[src/rtl/vend_pkg.sv]
// Shared types and constants for the vending credit controller.
// Holds the FSM state encoding, coin values, the credit ceiling and a
// helper that decides whether a coin still fits into the credit register.
package vend_pkg;

   typedef enum logic [1:0] {
      S_IDLE   = 2'd0,
      S_CREDIT = 2'd1,
      S_VEND   = 2'd2,
      S_CHANGE = 2'd3
   } state_t;

   localparam logic [3:0] COIN1_VAL  = 4'd1;
   localparam logic [3:0] COIN5_VAL  = 4'd5;
   localparam logic [3:0] MAX_CREDIT = 4'd15;

   // The sum is formed one bit wider so a carry out of the 4-bit credit
   // cannot wrap around and look like a small, acceptable total.
   function automatic logic coin_fits(input logic [3:0] credit, input logic [3:0] value);
      logic [4:0] sum_s;
      sum_s = {1'b0, credit} + {1'b0, value};
      return (sum_s <= {1'b0, MAX_CREDIT});
   endfunction

endpackage

[src/rtl/vend_credit_ctrl_display_scan_div.sv]
// Scan clock generator for the two-digit multiplexed display.
// A free-running counter wraps every SCAN_HALF cycles and toggles
// display_clk on each wrap, giving a period of 2*SCAN_HALF clk cycles.
module display_scan_div #(
   parameter int SCAN_HALF = 25_000
) (
   input  logic clk,
   input  logic rst,
   output logic display_clk
);

   localparam int CNT_W = (SCAN_HALF > 1) ? $clog2(SCAN_HALF) : 1;
   localparam logic [CNT_W-1:0] CNT_LAST = CNT_W'(SCAN_HALF - 1);

   logic [CNT_W-1:0] scan_cnt_r;
   logic             scan_clk_r;

   // Count 0..SCAN_HALF-1 and flip the scan clock whenever the count wraps.
   always_ff @(posedge clk) begin
      if (rst) begin
         scan_cnt_r <= '0;
         scan_clk_r <= 1'b0;
      end else if (scan_cnt_r == CNT_LAST) begin
         scan_cnt_r <= '0;
         scan_clk_r <= ~scan_clk_r;
      end else begin
         scan_cnt_r <= scan_cnt_r + CNT_W'(1);
      end
   end

   assign display_clk = scan_clk_r;

endmodule

[src/rtl/vend_credit_ctrl.sv]
// Vending-machine credit controller.
// Accumulates coin credit (0..15), vends on buy when the credit covers the
// price, and pays back remaining credit one unit at a time. The credit
// register feeds the display stage directly; a separate divider produces
// the display scan clock.
module vend_credit_ctrl
   import vend_pkg::*;
#(
   parameter int PRICE     = 6,
   parameter int DISP_HOLD = 10_000_000,
   parameter int CHG_GAP   = 5_000_000,
   parameter int SCAN_HALF = 25_000
) (
   input  logic       clk,
   input  logic       rst,
   input  logic       coin1,
   input  logic       coin5,
   input  logic       buy,
   input  logic       cancel,
   output logic [3:0] display_num,
   output logic       display_clk,
   output logic       dispense,
   output logic       change_out,
   output logic       coin_reject,
   output logic       busy
);

   localparam int HOLD_W = (DISP_HOLD > 1) ? $clog2(DISP_HOLD) : 1;
   localparam int GAP_W  = (CHG_GAP > 1) ? $clog2(CHG_GAP) : 1;
   localparam logic [HOLD_W-1:0] HOLD_LAST = HOLD_W'(DISP_HOLD - 1);
   localparam logic [GAP_W-1:0]  GAP_LAST  = GAP_W'(CHG_GAP - 1);
   localparam logic [3:0]        PRICE_V   = 4'(PRICE);

   state_t            state_r;
   logic [3:0]        credit_r;
   logic [HOLD_W-1:0] hold_cnt_r;
   logic [GAP_W-1:0]  gap_cnt_r;
   logic              dispense_r;
   logic              change_r;
   logic              reject_r;
   logic              busy_r;

   // Credit FSM: all state, counters and outputs are updated together here.
   always_ff @(posedge clk) begin
      if (rst) begin
         state_r    <= S_IDLE;
         credit_r   <= 4'd0;
         hold_cnt_r <= '0;
         gap_cnt_r  <= '0;
         dispense_r <= 1'b0;
         change_r   <= 1'b0;
         reject_r   <= 1'b0;
         busy_r     <= 1'b0;
      end else begin
         // Pulse outputs fall back to zero unless a branch below raises them.
         change_r <= 1'b0;
         reject_r <= 1'b0;
         case (state_r)
            S_IDLE, S_CREDIT: begin
               // An ignored cancel (no credit) or an unaffordable buy does
               // not use up the cycle, so coins are still evaluated.
               if (cancel && (state_r == S_CREDIT)) begin
                  state_r   <= S_CHANGE;
                  busy_r    <= 1'b1;
                  gap_cnt_r <= '0;
                  reject_r  <= coin1 | coin5;
               end else if (buy && (credit_r >= PRICE_V)) begin
                  credit_r   <= credit_r - PRICE_V;
                  state_r    <= S_VEND;
                  busy_r     <= 1'b1;
                  dispense_r <= 1'b1;
                  hold_cnt_r <= '0;
                  reject_r   <= coin1 | coin5;
               end else if (coin5) begin
                  // A 1-unit coin arriving alongside a 5-unit coin is always refused.
                  if (coin_fits(credit_r, COIN5_VAL)) begin
                     credit_r <= credit_r + COIN5_VAL;
                     state_r  <= S_CREDIT;
                     reject_r <= coin1;
                  end else begin
                     reject_r <= 1'b1;
                  end
               end else if (coin1) begin
                  if (coin_fits(credit_r, COIN1_VAL)) begin
                     credit_r <= credit_r + COIN1_VAL;
                     state_r  <= S_CREDIT;
                  end else begin
                     reject_r <= 1'b1;
                  end
               end else begin
                  state_r <= state_r;
               end
            end
            S_VEND: begin
               reject_r <= coin1 | coin5;
               if (hold_cnt_r == HOLD_LAST) begin
                  dispense_r <= 1'b0;
                  hold_cnt_r <= '0;
                  gap_cnt_r  <= '0;
                  if (credit_r != 4'd0) begin
                     state_r <= S_CHANGE;
                  end else begin
                     state_r <= S_IDLE;
                     busy_r  <= 1'b0;
                  end
               end else begin
                  hold_cnt_r <= hold_cnt_r + HOLD_W'(1);
               end
            end
            S_CHANGE: begin
               reject_r <= coin1 | coin5;
               if (credit_r == 4'd0) begin
                  // Defensive exit: nothing left to return.
                  state_r <= S_IDLE;
                  busy_r  <= 1'b0;
               end else if (gap_cnt_r == GAP_LAST) begin
                  change_r  <= 1'b1;
                  credit_r  <= credit_r - COIN1_VAL;
                  gap_cnt_r <= '0;
                  if (credit_r == COIN1_VAL) begin
                     state_r <= S_IDLE;
                     busy_r  <= 1'b0;
                  end else begin
                     state_r <= S_CHANGE;
                  end
               end else begin
                  gap_cnt_r <= gap_cnt_r + GAP_W'(1);
               end
            end
            default: begin
               state_r    <= S_IDLE;
               credit_r   <= 4'd0;
               dispense_r <= 1'b0;
               busy_r     <= 1'b0;
            end
         endcase
      end
   end

   display_scan_div #(
      .SCAN_HALF (SCAN_HALF)
   ) u_scan_div (
      .clk         (clk),
      .rst         (rst),
      .display_clk (display_clk)
   );

   assign display_num = credit_r;
   assign dispense    = dispense_r;
   assign change_out  = change_r;
   assign coin_reject = reject_r;
   assign busy        = busy_r;

endmodule
[config.mk]
export PLATFORM = sky130hd
export DESIGN_NAME = vend_credit_ctrl
export DESIGN_NICKNAME = d
export VERILOG_FILES = /design/src/rtl/vend_pkg.sv /design/src/rtl/vend_credit_ctrl_display_scan_div.sv /design/src/rtl/vend_credit_ctrl.sv
export SDC_FILE = /design/constraint.sdc
export NUM_CORES = 1
export LEC_CHECK = 0
export ABC_AREA = 1
export BUFFER_PORTS_ARGS = -buffer_cell sky130_fd_sc_hd__buf_2
export CELL_PAD_IN_SITES_DETAIL_PLACEMENT = 0
export CELL_PAD_IN_SITES_GLOBAL_PLACEMENT = 1
export CORE_ASPECT_RATIO = 1.2
export CORE_MARGIN = 2
export CORE_UTILIZATION = 45
export CTS_CLUSTER_SIZE = 8
export DETAILED_ROUTE_END_ITERATION = 8
export HOLD_SLACK_MARGIN = 0.05
export PLACE_DENSITY = 0.84
export RECOVER_POWER = 100
export SKIP_LAST_GASP = 1
export SLEW_MARGIN = 20
export SYNTH_ARGS = -nofsm -noshare
export SYNTH_HDL_FRONTEND = slang
export SYNTH_HIERARCHICAL = 1
export SYNTH_SLANG_ARGS = --single-unit
[constraint.sdc]
create_clock -name clk -period 2.1 [get_ports clk]
set_input_delay 0.42 -clock clk [delete_from_list [all_inputs] [get_ports clk]]
set_output_delay 0.42 -clock clk [all_outputs]
set_load 0.005 [all_outputs]
**Word level (Yosys, flattened, before mapping)**

Index checks and enable logic that the tools add are counted.

- Register bits after elaboration: 73
- Bits of input ports: 6

- $add $sub $neg: 9
- Order comparisons: 3
- Eq/ne operators: 23
- Muxes and demuxes: 49
- Bitwise logic cells: 3
- Reductions and logical operators: 17

Operators by type and width:

| cell | count |
|---|---|
| $mux 23 | 4 |
| $mux 24 | 3 |
| $pmux 23 s3 | 1 |
| $pmux 24 s2 | 1 |
| $mux 4 | 8 |
| $add 24x1->24 const B | 1 |
| $eq 24x24->1 const B | 1 |
| $add 23x1->23 const B | 1 |
| $eq 23x23->1 const B | 1 |
| $mux 2 | 11 |
| $mux 1 | 16 |
| $add 15x1->15 const B | 1 |
| $eq 15x15->1 const B | 1 |
| $ne 5x5->1 const B | 3 |
| $ne 2x2->1 const B | 7 |
| $ne 4x4->1 const B | 3 |
| $le 5x4->1 const B | 2 |
| $reduce_and 5->1 | 2 |
| $ne 3x3->1 const B | 3 |
| $pmux 4 s2 | 1 |
| $reduce_and 7->1 | 1 |
| $pmux 2 s3 | 1 |
| $reduce_and 3->1 | 2 |
| $reduce_or 2->1 | 3 |
| other kinds (21) | 26 |

**Logic depth before layout (Yosys ltp)**

- Depth after elaboration: 8
- Depth in mapped cells: 14
- Depth with buffers taken out: 13

**Modules after synthesis**

Netlist, hierarchy kept.

Modules (own cells, without submodules):

| module | times used | cells each | area each (um2) | seq. area each (um2) |
|---|---|---|---|---|
| vend_credit_ctrl | 1 | 651 | 4,062.6 | 1,141.1 |
| display_scan_div | 1 | 118 | 850.8 | 320.3 |

**Worst setup path before layout**

Ideal clock, no wire load.

- Path kind: flip-flop to flip-flop
- From: register credit_r[0], in the netlist display_num[0]
- To: register hold_cnt_r[6]
- Setup time: 0.086 ns
- Arrival: 1.744 ns
- Data required time: 2.014 ns
- Path slack: 0.270 ns
- Cell stages (with the launch flop): 13
- Path buffers: 1
- Clock period less this slack: 1.830 ns
- Path through: dfxtp_1 -> inv_1 -> ha_1 -> nor2_1 -> nand2_1 -> nand2_4 -> nand2_4 -> nand2_4 -> nor2_8 -> inv_1 -> buf_4 -> a21oi_1 -> a211oi_1

- Longest elaborated chain between the ends: 4

RTL lines:

| item | RTL line | RTL |
|---|---|---|
| start, declared | vend_credit_ctrl.sv:35 | `logic [3:0] credit_r;` |
| start signal, assigned | vend_credit_ctrl.sv:68 | `credit_r <= credit_r - PRICE_V;` |
| start signal, assigned | vend_credit_ctrl.sv:77 | `credit_r <= credit_r + COIN5_VAL;` |
| start signal, assigned | vend_credit_ctrl.sv:85 | `credit_r <= credit_r + COIN1_VAL;` |
| $ge 4x3->1 | vend_credit_ctrl.sv:67 | `end else if (buy && (credit_r >= PRICE_V)) begin` |
| $logic_and 1x1->1 | vend_credit_ctrl.sv:67 |  |
| $ne 2x2->1 (no line) | -- |  |
| $reduce_and 3->1 (no line) | -- |  |
| end signal, assigned | vend_credit_ctrl.sv:107 | `hold_cnt_r <= hold_cnt_r + HOLD_W'(1);` |
| end, declared | vend_credit_ctrl.sv:36 | `logic [HOLD_W-1:0] hold_cnt_r;` |

No other way between the ends.
A chain may end at the register's enable or synchronous reset.

**Worst setup path in the final report**

- From: register credit_r[0], in the netlist display_num[0]
- To: register hold_cnt_r[14]

Same word-level chain as after synthesis.

==> key figures <==
Status
  • Status: complete, no violations

Die
  • Horiz. Die Dim: roughly 99 µm
  • Initial Utilization: between 40% and 50%
  • Core ar.: roughly 11000 µm²
  • DIE AREA: 11800 µm²
  • Rows: 41
  • I/O pins: 15
  • Die height: approximately 120 µm

Synth
  • Average footprint of a synthesized cell: 6.39 µm²
  • Synth Flop Type: dfxtp_1
  • Sequential element share of the synthesized area: 29.7%
  • Mux contribution to synthesized area: 0%
  • Ys Warns: 6
  • Post-synth EDFFs: 0
  • Post-synthesis simple-gate area fraction: 45.8%
  • Cell count after synthesis: 769
  • Adder-Cell Fraction of Synth Area: 3.57%
  • Mapped Nets: 789
  • Synth Area in Compound Gates: a little under a tenth
  • Number of distinct library cells after synthesis: 43
  • Ys async rst share: 0%
  • Number of synthesized register bits: 73
  • Synth Area in XOR/XNOR: 2.67%
  • Largest family of logic cells by synthesized area: simple AND/OR/NAND/NOR gates
  • Synthesized cell area: a little under 5000 µm²

CTS
  • Num CTS Buffers: 9
  • Clk_lat worst skew: 0.34 ns
  • Clock Pin Slew Worst Setup and Hold Paths: 0.06 ns
  • Root Buffer: clkbuf_16
  • CTS tree: done
  • H-tree depth: 3
  • Hold buffers post-CTS: 0
  • Clock Sinks: 73
  • Max Buffers Root-to-Sink: 2

Power and ir drop
  • Part of the power in registers: 33.5%
  • Power Density: 892 nW/µm²
  • Sw power: 1.93 mW
  • Clk pwr share: 28.9%
  • Sw frac: 39.8%
  • VDD IR max: 0.741 mV
  • Static leakage: 2.12 nW
  • Combinational share of power: 37.6%
  • Cell Int Power: 2.92 mW

Route
  • DRT antenna net count: 0
  • Via count: ~4800
  • Initial DRC count: between 100 and 150
  • Final WL: 12200 µm
  • DRC: 0
  • Drt first pass iters: 5
  • Avg WL per Cell: 13.1 µm
  • Vias per cell: 5.18

Setup path
  • CP Data Required Time: 2.36 ns
  • Worst-path maximum fanout: 11
  • Worst R2R Setup Slack: 0.16 ns
  • Arr. time, crit path: 2.20 ns
  • Setup CP Type: reg2reg
  • CP endpoint kind: register
  • Startpoint types: register

Timing
  • Rel. slew slack: 59.2%
  • Fmax: 0.516 GHz
  • Post-route setup TNS: 0 ns
  • Count of pins over their slew limit: 0
  • Setup violations, final: 0
  • Final hold violations: 0
  • Slew at the pin closest to its max-slew limit: 0.610 ns
  • Final period util: 92.2%
  • Clock skew: 0.0108 ns
  • Min Tclk post-route: around 1.9 ns

Finish
  • Filler cells: 1110
  • Finished Core Util: 51.5%
  • Non-Filler Instances: 933
  • Layout cells sized above 1: 11.9%
  • Fin nets: 820
  • Multi-input gate area: 2990 µm²
  • N_diodes: 0
  • Reg area: 1460 µm²
  • Area grow syn2layout: 10.8%

GRT
  • Largest net degree at the start of global routing: 28
  • Overflow after GRT: 0
  • Initial antenna violation count: 0
  • First-pass GRT wire length: 20900 µm
  • Met3 Use GR: about 4.7%
  • Met1 usage: 26.6%
  • Vias in the first global route: 4660
  • GR Layer Usage met2: 36.1%
  • Global route hottest layer: met2
  • Total GRT Usage: 21.6%

Place
  • Hpwl dp: around 9300 µm
  • GP Congestion: 0.918
  • Cells after DPL: 915
  • Number of port buffers: 14

Flow run
  • Maxcap violations: 0

Hold path
  • Hold Crit Class: in2reg
-- path summary, 6_finish.rpt --
check / to / startpoint / cells past startpoint
worst max-delay path: hold_cnt_r[14] / display_num[0] / 12
worst max register to register: hold_cnt_r[14] / display_num[0] / 12
worst min-delay path: display_num[2] / rst / 2
worst min register to register: u_scan_div/scan_cnt_r[13] / u_scan_div/scan_cnt_r[13] / 2
-- synthesized netlist by cell type, types with 5 or more instances --
library cell | number | share of area [%]
ha_1 | 14 | 3.6
nand2_1 | 211 | 16
nand4_1 | 25 | 3.2
inv_2 | 8 | 0.61
nand2_4 | 6 | 1.4
or2_2 | 5 | 0.64
nor2_1 | 109 | 8.3
nor2_4 | 5 | 1.1
o21ai_0 | 16 | 1.6
nor2_2 | 12 | 1.5
dfxtp_1 | 73 | 30
nor3_1 | 18 | 1.8
a21oi_1 | 46 | 4.7
inv_1 | 83 | 6.3
nand2_2 | 5 | 0.64
xor2_1 | 7 | 1.2
xnor2_1 | 8 | 1.4
nand3_1 | 69 | 7.0
-- routing by layer --
layer	vias to the layer above	wire length (µm)	share of wire (%)
li1	2538	-	-
met1	2219	5610	46
met4	0	276	2.3
met5	-	0	0
met2	53	5950	49
met3	22	342	2.8
-- state kept, by name, indices dropped and copies added, names as in the netlist --
| signal | count |
|---|---|
| change_out | 1 |
| state_r | 2 |
| dispense | 1 |
| gap_cnt_r | 23 |
| u_scan_div/scan_cnt_r | 15 |
| hold_cnt_r | 24 |
| display_num | 4 |
| coin_reject | 1 |
| busy | 1 |
| u_scan_div/display_clk | 1 |
-- critical path, cell delays in order, from the launching register on --
cell	delay, ns
dfxtp_1	0.33
inv_1	0.11
ha_1	0.21
nor2_1	0.08
nand2_1	0.10
nand2_4	0.15
nand2_4	0.07
nand2_4	0.09
nor2_8	0.04
buf_12	0.16
a21oi_4	0.22
inv_2	0.11
nor3_1	0.18
-- power by group through the flow --
stage	sequential, mW	clock [mW]	combinational (mW)
global placement	1.64	0	1.75
floorplan	1.63	0	1.38
global route	1.65	1.49	2.06
detailed placement	1.65	0	1.77
finish	1.63	1.40	1.83
CTS	1.62	1.44	1.78
-- what timing repair did --
action | CTS | global route
setup buffers | 0 | 3
setup endpoints to repair | 0 | 17
gates resized for setup | 0 | 6
-- kinds of logic after synthesis --
family	count (synthesis)
buffers and inverters	104
XOR/XNOR	15
adder cells (fa/ha/maj)	14
flip-flops	73
AND/OR/NAND/NOR	483
AO/OA/AOI/OAI	80
-- final cells by class --
cell class | instances | area share, %
Clock inverter | 4 | 0.575
Timing Repair Buffer | 32 | 3.93
Inverter | 92 | 6.50
Sequential cell | 73 | 26.9
Clock buffer | 11 | 4.27
Multi-Input combinational cell | 592 | 54.9
Tap cell | 129 | 2.96
-- per-stage QoR --
step	hold WS [ns]	setup WS, ns	cell area [µm²]	power (mW)
detailed placement	0.467	0.148	5170	3.43
floorplan	0.450	0.270	4910	3.01
global placement	0.464	0.182	5170	3.40
global route	0.451	-0.00219	5440	5.19
finish	0.432	0.163	5440	4.86
CTS	0.431	0.136	5430	4.85
-- cells in the final DEF, fill, tap and decap left out, drive strengths merged, types with 4 or more instances in the layout --
cell type and n:
nor2 128, buf 29, nand3 73, dfxtp 73
inv 91, nor3 20, o21ai 20, nand2 223
a21oi 50, xnor2 8, clkbuf 14, nand4 25
ha 14, or2 6, xor2 7, clkinvlp 4
nand3b 4
Note: power is estimated with default switching activity, not from simulation.
